==> src/rtl/seq_alu.sv <==
// seq_alu: multi-cycle ALU with start/busy/done handshake.
// add/sub/and/or/xor finish in one edge; mul uses an iterative shift-add
// datapath and div/mod a restoring divider, each taking WIDTH edges.
module seq_alu #(
  parameter int unsigned WIDTH = 32,
  parameter int unsigned CNT_W = $clog2(WIDTH) + 1
) (
  input  logic             clk,
  input  logic             rst,
  input  logic             start,
  input  logic [WIDTH-1:0] a,
  input  logic [WIDTH-1:0] b,
  input  logic [2:0]       ALUOp,
  output logic             busy,
  output logic             done,
  output logic [WIDTH-1:0] result,
  output logic             V,
  output logic             C,
  output logic             Z,
  output logic             S,
  output logic             DZ
);

  localparam int unsigned MSB = WIDTH - 1;

  localparam logic [2:0] OP_ADD = 3'd0;
  localparam logic [2:0] OP_SUB = 3'd1;
  localparam logic [2:0] OP_MUL = 3'd2;
  localparam logic [2:0] OP_DIV = 3'd3;
  localparam logic [2:0] OP_AND = 3'd4;
  localparam logic [2:0] OP_OR  = 3'd5;
  localparam logic [2:0] OP_XOR = 3'd6;
  localparam logic [2:0] OP_MOD = 3'd7;

  typedef enum logic [1:0] {
    IDLE,
    MUL,
    DIV
  } state_t;

  state_t           state;
  logic [WIDTH-1:0] opa;     // mul: multiplicand (shifts left); div: original dividend
  logic [WIDTH-1:0] opb;     // mul: multiplier (shifts right); div: divisor
  logic [WIDTH-1:0] acc;     // mul partial product
  logic [WIDTH-1:0] quo;     // div: dividend shifting out / quotient shifting in
  logic [WIDTH-1:0] rem;     // div partial remainder
  logic [CNT_W-1:0] cnt;
  logic             is_mod;
  logic             dz_lat;

  logic [WIDTH:0]   sum_ext;
  logic [WIDTH:0]   diff_ext;
  logic [WIDTH-1:0] alu_res;
  logic             alu_v;
  logic             alu_c;
  logic             is_single;

  logic [WIDTH-1:0] acc_nxt;
  logic [WIDTH:0]   shifted;
  logic [WIDTH:0]   trial;
  logic             fits;
  logic [WIDTH-1:0] rem_nxt;
  logic [WIDTH-1:0] quo_nxt;
  logic [CNT_W-1:0] cnt_dec;
  logic             last;
  logic [WIDTH-1:0] long_res;

  assign sum_ext  = {1'b0, a} + {1'b0, b};
  assign diff_ext = {1'b0, a} - {1'b0, b};

  // Single-cycle result, carry/borrow and signed overflow
  always_comb begin
    alu_res   = '0;
    alu_v     = 1'b0;
    alu_c     = 1'b0;
    is_single = 1'b1;
    case (ALUOp)
      OP_ADD: begin
        alu_res = sum_ext[WIDTH-1:0];
        alu_c   = sum_ext[WIDTH];
        alu_v   = (a[MSB] == b[MSB]) && (sum_ext[MSB] != a[MSB]);
      end
      OP_SUB: begin
        alu_res = diff_ext[WIDTH-1:0];
        alu_c   = diff_ext[WIDTH];
        alu_v   = (a[MSB] != b[MSB]) && (diff_ext[MSB] != a[MSB]);
      end
      OP_AND: alu_res = a & b;
      OP_OR:  alu_res = a | b;
      OP_XOR: alu_res = a ^ b;
      default: is_single = 1'b0;
    endcase
  end

  // One iteration of the shift-add multiplier and the restoring divider
  always_comb begin
    acc_nxt  = opb[0] ? (acc + opa) : acc;
    shifted  = {rem, quo[MSB]};
    trial    = shifted - {1'b0, opb};
    fits     = ~trial[WIDTH];
    rem_nxt  = fits ? trial[WIDTH-1:0] : shifted[WIDTH-1:0];
    quo_nxt  = {quo[WIDTH-2:0], fits};
    cnt_dec  = cnt - CNT_W'(1);
    last     = (cnt == CNT_W'(1));
    long_res = '0;
    if (state == MUL) begin
      long_res = acc_nxt;
    end else if (dz_lat) begin
      // Divide by zero: fixed results, timing unchanged
      long_res = is_mod ? opa : '1;
    end else begin
      long_res = is_mod ? rem_nxt : quo_nxt;
    end
  end

  // Control FSM, iterative datapath and registered result/flags
  always_ff @(posedge clk or posedge rst) begin
    if (rst) begin
      state  <= IDLE;
      busy   <= 1'b0;
      done   <= 1'b0;
      result <= '0;
      V      <= 1'b0;
      C      <= 1'b0;
      Z      <= 1'b1;
      S      <= 1'b0;
      DZ     <= 1'b0;
      opa    <= '0;
      opb    <= '0;
      acc    <= '0;
      quo    <= '0;
      rem    <= '0;
      cnt    <= '0;
      is_mod <= 1'b0;
      dz_lat <= 1'b0;
    end else begin
      done <= 1'b0;
      case (state)
        IDLE: begin
          if (start) begin
            if (is_single) begin
              result <= alu_res;
              V      <= alu_v;
              C      <= alu_c;
              Z      <= (alu_res == '0);
              S      <= alu_res[MSB];
              DZ     <= 1'b0;
              done   <= 1'b1;
            end else begin
              opa    <= a;
              opb    <= b;
              acc    <= '0;
              quo    <= a;
              rem    <= '0;
              cnt    <= CNT_W'(WIDTH);
              is_mod <= (ALUOp == OP_MOD);
              dz_lat <= (b == '0);
              busy   <= 1'b1;
              state  <= (ALUOp == OP_MUL) ? MUL : DIV;
            end
          end
        end
        MUL, DIV: begin
          cnt <= cnt_dec;
          if (state == MUL) begin
            acc <= acc_nxt;
            opa <= opa << 1;
            opb <= opb >> 1;
          end else begin
            rem <= rem_nxt;
            quo <= quo_nxt;
          end
          if (last) begin
            result <= long_res;
            V      <= 1'b0;
            C      <= 1'b0;
            Z      <= (long_res == '0);
            S      <= long_res[MSB];
            DZ     <= (state == DIV) && dz_lat;
            done   <= 1'b1;
            busy   <= 1'b0;
            state  <= IDLE;
          end
        end
        default: begin
          busy  <= 1'b0;
          state <= IDLE;
        end
      endcase
    end
  end

endmodule

==> config.mk <==
export PLATFORM = sky130hd
export DESIGN_NAME = seq_alu
export DESIGN_NICKNAME = d
export VERILOG_FILES = /design/src/rtl/seq_alu.sv
export SDC_FILE = /design/constraint.sdc
export NUM_CORES = 1
export LEC_CHECK = 0
export CAP_MARGIN = 25
export CORE_ASPECT_RATIO = 0.8
export CORE_UTILIZATION = 52
export CTS_CLUSTER_SIZE = 12
export DETAILED_ROUTE_END_ITERATION = 7
export GPL_TIMING_DRIVEN = 0
export PLACE_DENSITY_LB_ADDON = 0.08
export SLEW_MARGIN = 30
export SYNTH_ARGS = -nofsm -noshare
export SYNTH_HDL_FRONTEND = slang
export SYNTH_SLANG_ARGS = --single-unit
==> constraint.sdc <==
create_clock -name clk -period 9.9 [get_ports clk]
set_input_delay 1.485 -clock clk [delete_from_list [all_inputs] [get_ports clk]]
set_output_delay 1.485 -clock clk [all_outputs]
set_load 0.005 [all_outputs]
==> results.yml, run 1 <==
sta:
  hold_viol: 0
  fmax_ghz: 0.159
  max_slew_margin_pct: 24.4
  fin_setup_tns_ns: 0
  rsz0062_at_grt: "no"
  tightest_slew_ns: 1.13
  finalCritPeriodShare_pct: 63.4
  drv_slew: 0
  finalSetupViolCount: 0
  period_needed_ns: 6.28
  finalClockSkew_ns: 0.0182
clock_tree:
  root_buffer: "clkbuf_16"
  numCtsBuffers: 23
  clock_latency_ns: 0.54
  cts_resized: 0
  cts_setup_buffers: 0
  clk_pin_slew_ns: 0.07
  clock_sinks: 208
  hold_buffers: 0
  htree_levels: 1
  cts_tree: "built"
  clock_path_buffers: 3
pwr:
  power_leakage_uw: 0.00992
  pwr_density_cell_nw_per_um2: 95.8
  finalPower_uw: 2090
  ir_drop_mv: 0.0861
global_route:
  antenna_found_initial: 1
  grtUsageTotal_pct: 44.0
  first_global_vias: 19500
  overflow: 0
  grt_start_max_net_pins: 74
  grt_pass1_wl_mm: 125
yosys:
  synthMostInstantiatedCell: "nand2_1"
  postSynthAreaPerCell_um2: 7.84
  synth_area_leader_cell: "dfrtp_1"
  syn_nets: 2728
  ys_ff_latch: 208
  synthFlopType: "dfrtp_1"
  async_flop_share_pct: 100
  yosysUniqueCellTypes: 90
  seq_area_frac_synth_pct: 26.8
  synth_top_area_share_pct: 26.6
  synth_warnings: 0
  syn_area_um2: 19400
  synth_common_cells: "nand2_1 (300), o21ai_0 (254), a21oi_1 (217)"
  synth_edf_count: 0
  synthCells: 2481
  synthTopCellsByArea: "dfrtp_1 (27%), ha_1 (11%), o21ai_0 (6.5%), nand2_1 (5.8%), a21oi_1 (5.6%)"
setup_path:
  cpPeakStageDelay_ns: 0.68
  r2r-end: "Z"
  critPathSlowestCell: "or4_1"
  crit_arrival_ns: 6.76
  timing.rr.start: "quo[31]"
  crit_type: "in2reg"
  worstPathCellList: "clkdlybuf4s50_1 > inv_1 > ha_1 > clkbuf_1 > nor4_1 > o21ai_0 > o311ai_0 > o21ai_1 > a21oi_1 > o31ai_1 > xnor2_1 > o21ai_0 > or4_1 > nor4_1 > a41oi_1 > nand2_1"
  cp-end-kind: "flop"
  worst-path-buf-inv: 3
  cp_max_fo: 10
  r2r_cells: 18
  r2r_setup_slack_ns: 4.73
  critPathRequiredTime_ns: 10.38
  crit_family: "compound AO/OA/AOI/OAI gates"
  start_kind: "primary input"
  cp.depth: 16
routing:
  drc: 0
  wl_per_cell_um: 27.6
  ant_nets: 0
  finalWirelength_mm: 85.6
  vias: 21500
  drtIter0Drc: 2976
  vias_per_cell: 6.92
  dr.pass1.iters: 7
worst_hold_path:
  min_to: "result[28]"
  min_from: "result[28]"
  hold_depth: 2
  hold_path.class: "reg2reg"
finish:
  areaGrowthSynthToFinish_pct: 12.1
  utilization_pct: 59.9
  drive_gt1_share_pct: 3.43
  nets: 2859
floorplanning:
  dieArea_um2: 38200
  num_rows: 62
  fp.dieW_um: 218
  core_um2: 36400
  start_util_pct: 53.5
  die_y_um: 175
  ios: 109
placement:
  dp_hpwl_mm: 68.5
  port-buffer-count: 104
  routabilityCongestion: 1.04
run:
  drv_cap: 0
outcome:
  status: "finished, final reports clean"
==> per-layer routing <==
metal / vias up / share of wire, % / GRT usage [%]
li1: 9263 / - / -
met1: 10400 / 42 / 64.4
met2: 1555 / 40 / 61.2
met3: 233 / 14 / 13.5
met4: 3 / 3.6 / 13.3
met5: - / 0.078 / 0
==> kinds of logic (layout without fill, tap and decap cells) <==
| kind of cell | count (synthesis) | count (layout) | synth area share (%) |
|---|---|---|---|
| fa+ha+maj | 177 | 177 | 11.5 |
| other cells | 0 | 3 | 0 |
| simple gates | 700 | 700 | 16.4 |
| mux | 112 | 112 | 5.82 |
| compound gates | 889 | 889 | 29.3 |
| flops | 208 | 208 | 26.8 |
| buf+inv | 312 | 453 | 6.36 |
| xor+xnor | 83 | 83 | 3.83 |
==> how the worst max path moves through the flow <==
stage | end | from | slack (ns)
2_1_floorplan | C | rst | 2.74
3_3_place_gp | acc[16] | rst | -0.26
3_5_place_dp | Z | b[7] | 3.30
4_1_cts | Z | b[7] | 3.83
5_1_grt | Z | b[7] | 3.50
6_report | Z | b[7] | 3.62
==> layout by cell type (no fill, tap or decap), types with 8 or more instances in the layout <==
cell type,synthesis,final
nor2_1,181,181
nand4_1,23,23
nor3_1,24,24
nor2b_1,20,20
and2_1,20,20
xnor2_1,54,54
dfrtp_1,207,207
nand3_1,38,38
mux2i_1,104,104
inv_1,154,153
clkbuf_1,117,122
or3_1,10,10
o22ai_1,50,50
xor2_1,28,28
ha_1,173,173
and3_1,16,16
nand2_1,300,300
a22o_1,25,25
nand2b_1,17,17
mux2_2,8,8
a221o_1,13,13
buf_1,15,15
nor4_1,18,18
clkdlybuf4s50_1,0,104
o31ai_1,15,15
a21o_1,57,57
o211ai_1,26,26
a221oi_1,17,17
a2111oi_0,11,10
a31oi_1,23,22
a211oi_1,34,34
clkbuf_16,0,23
o221ai_1,15,15
o21ai_0,254,254
a21oi_1,217,217
a22oi_1,19,19
buf_2,18,18
o21bai_1,15,15
==> through the flow <==
stage                     area, µm²  worst slack [ns]  hold slack, ns  std cells
after global placement        21100            -0.256           0.457       3065
after CTS                     21800              3.83           0.473       3102
final                         21800              3.62           0.473       3105
after global routing          21800              3.50           0.522       3102
after detailed placement      21200              3.30           0.459       3067
after floorplan               19400              2.74           0.463       2481
==> where the power goes <==
part           switching [µW]  internal, µW
Sequential                  0           850
Clock                     384           425
Combinational             286           145
Total                     669          1420
==> worst register-to-register path, delay by kind of cell, from the launching register on <==
kind	cells	cell delay, ns
compound gates	6	1.53
simple gates	4	1.12
fa+ha+maj	2	0.65
buf+inv	4	0.63
mux	1	0.53
flops	1	0.38
xor+xnor	1	0.27
==> sequential cells by signal, summed over array words and instances (netlist names) <==
signal	cells
V	1
result	32
opa	32
acc	32
quo	32
DZ	1
dz_lat	1
opb	32
is_mod	1
cnt	6
state	2
C	1
Z	1
busy	1
rem	32
done	1
==> area by class of cell <==
class                      instances  area (µm²)
buffer                           158         659
antenna                            3        7.51
fill                            3379       14600
clock inverter                     7        43.8
multi-input combinational       1961       13000
tap                              480         601
sequential                       208        5210
clock buffer                      28         594
timing repair buffer             106        1100
inverter                         154         586
Power figures use the tool's default switching activity.
==> run 2, diff against run 1 <==
==> constraint.sdc (replaced) <==
create_clock -name clk -period 6.5 [get_ports clk]
set_input_delay 0.975 -clock clk [delete_from_list [all_inputs] [get_ports clk]]
set_output_delay 0.975 -clock clk [all_outputs]
set_load 0.005 [all_outputs]
==> run 2 against run 1 <==
  * Largest cell class unchanged
  * Sequential power increased by 52%
  * Global-route usage decreased by 0.38 points
  * Highest routed layer unchanged
  * Clock skew decreased by 0.0083 ns
  * Die area unchanged
==> results.yml, run 2 (synthesized netlist as in run 1, its figures left out) <==
sta:
  max_slew_margin_pct: 37.1
  drv_slew: 0
  fmax_ghz: 0.174
  fin_setup_tns_ns: 0
  rsz0062_at_grt: "no"
  period_needed_ns: 5.75
  hold_viol: 0
  finalCritPeriodShare_pct: 88.4
  tightest_slew_ns: 0.940
  finalClockSkew_ns: 0.00996
  layout_setup_ws_ns: 0.754
  finalSetupViolCount: 0
finish:
  nFillCells: 3398
  nets: 2865
  seq_area_um2: 5210
  drive_gt1_share_pct: 3.80
  multi_input_area_um2: 13000
  final_cell_mix: "nand2_1 (300), o21ai_0 (254), a21oi_1 (217)"
  final_area_um2: 22000
  layout_commonest_cell: "nand2_1"
  diodes: 0
  areaGrowthSynthToFinish_pct: 13.1
placement:
  dp_hpwl_mm: 68.1
  routabilityCongestion: 1.08
  place_area_um2: 21300
  pre_cts_ws_ns: 0.501
  port-buffer-count: 104
global_route:
  grt_start_max_net_pins: 31
  antenna_found_initial: 2
  first_global_vias: 19400
  overflow: 0
  grt_pass1_wl_mm: 125
  grtUsageTotal_pct: 43.6
routing:
  drc: 0
  finalWirelength_mm: 84.5
  drtIter0Drc: 3486
  vias_per_cell: 6.86
  ant_nets: 0
  dr.pass1.iters: 7
  vias: 21300
  wl_per_cell_um: 27.2
setup_path:
  crit_arrival_ns: 6.22
  critPathRequiredTime_ns: 6.97
  cp-end-kind: "flop"
  crit_type: "in2reg"
  cp_max_fo: 10
  start_kind: "primary input"
run:
  drv_cap: 0
clock_tree:
  cts_resized: 0
  hold_buffers: 0
  clock_sinks: 208
  clock_path_buffers: 3
  cts_setup_buffers: 0
  clock_latency_ns: 0.54
  cts_tree: "built"
  root_buffer: "clkbuf_16"
  htree_levels: 1
  clk_pin_slew_ns: 0.06
  numCtsBuffers: 23
floorplanning:
  fp.dieW_um: 218
  ios: 109
  start_util_pct: 53.5
  die_y_um: 175
  dieArea_um2: 38200
  num_rows: 62
  core_um2: 36400
pwr:
  power_leakage_uw: 0.0100
  pwr_density_cell_nw_per_um2: 151
  ir_drop_mv: 0.177
outcome:
  status: "finished, final reports clean"
worst_hold_path:
  hold_path.class: "reg2reg"
[run 2: through the flow]
step / hold slack, ns / power, µW / instances / util, %
after floorplan: 0.463 / 1700 / 2481 / -
after global placement: 0.472 / 1930 / 3065 / 58.0
after detailed placement: 0.475 / 1950 / 3073 / 58.5
after CTS: 0.488 / 3280 / 3109 / 60.5
after global routing: 0.507 / 3390 / 3109 / 60.5
final: 0.491 / 3310 / 3109 / 60.5
[run 2: worst paths after layout]
kind / from / endpoint / slack [ns] / depth (start not counted)
max: b[7] / Z / 0.75 / 16
min: result[29] / result[29] / 0.49 / 2
max reg2reg: quo[31] / Z / 1.18 / 17
min reg2reg: result[29] / result[29] / 0.49 / 2
max in group asynchronous: rst / acc[26] / 4.87 / 5
min in group asynchronous: rst / opb[12] / 0.74 / 2
[run 2: worst max-delay path, stage by stage]
cell and delay [ns]:
clkdlybuf4s50_1 0.64, inv_1 0.11, ha_1 0.34, clkbuf_1 0.26, nor4_1 0.45, o21ai_0 0.20, o311ai_0 0.25, o21ai_1 0.36
a21oi_1 0.64, o31ai_1 0.18, xnor2_1 0.16, o21ai_0 0.30, or4_1 0.71, nor4_1 0.39, a41oi_1 0.16, nand2_1 0.09
[run 2: metal layers]
layer / part of all wire, % / track usage, % / up-vias
met5: 0.044 / 0 / -
met2: 40 / 61.6 / 1595
met1: 42 / 63.7 / 10200
met3: 14 / 12.7 / 204
li1: - / - / 9288
met4: 3.4 / 12.3 / 6
[run 2: cell type report]
| cell class | instances | share of cell area [%] |
|---|---|---|
| Buffer | 158 | 3.00 |
| Clock buffer | 30 | 2.83 |
| Clock inverter | 6 | 0.489 |
| Inverter | 154 | 2.64 |
| Multi-Input combinational cell | 1961 | 59.2 |
| Sequential cell | 208 | 23.7 |
| Tap cell | 480 | 2.73 |
| Timing Repair Buffer | 112 | 5.46 |
[run 2: where the power goes]
| group | internal [µW] | switching (µW) | leakage (µW) | total, µW |
|---|---|---|---|---|
| Combinational | 227 | 432 | 0.00688 | 659 |
| Clock | 786 | 575 | 0.000354 | 1360 |
| Sequential | 1290 | 0 | 0.00278 | 1290 |
| Total | 2310 | 1010 | 0.0100 | 3310 |
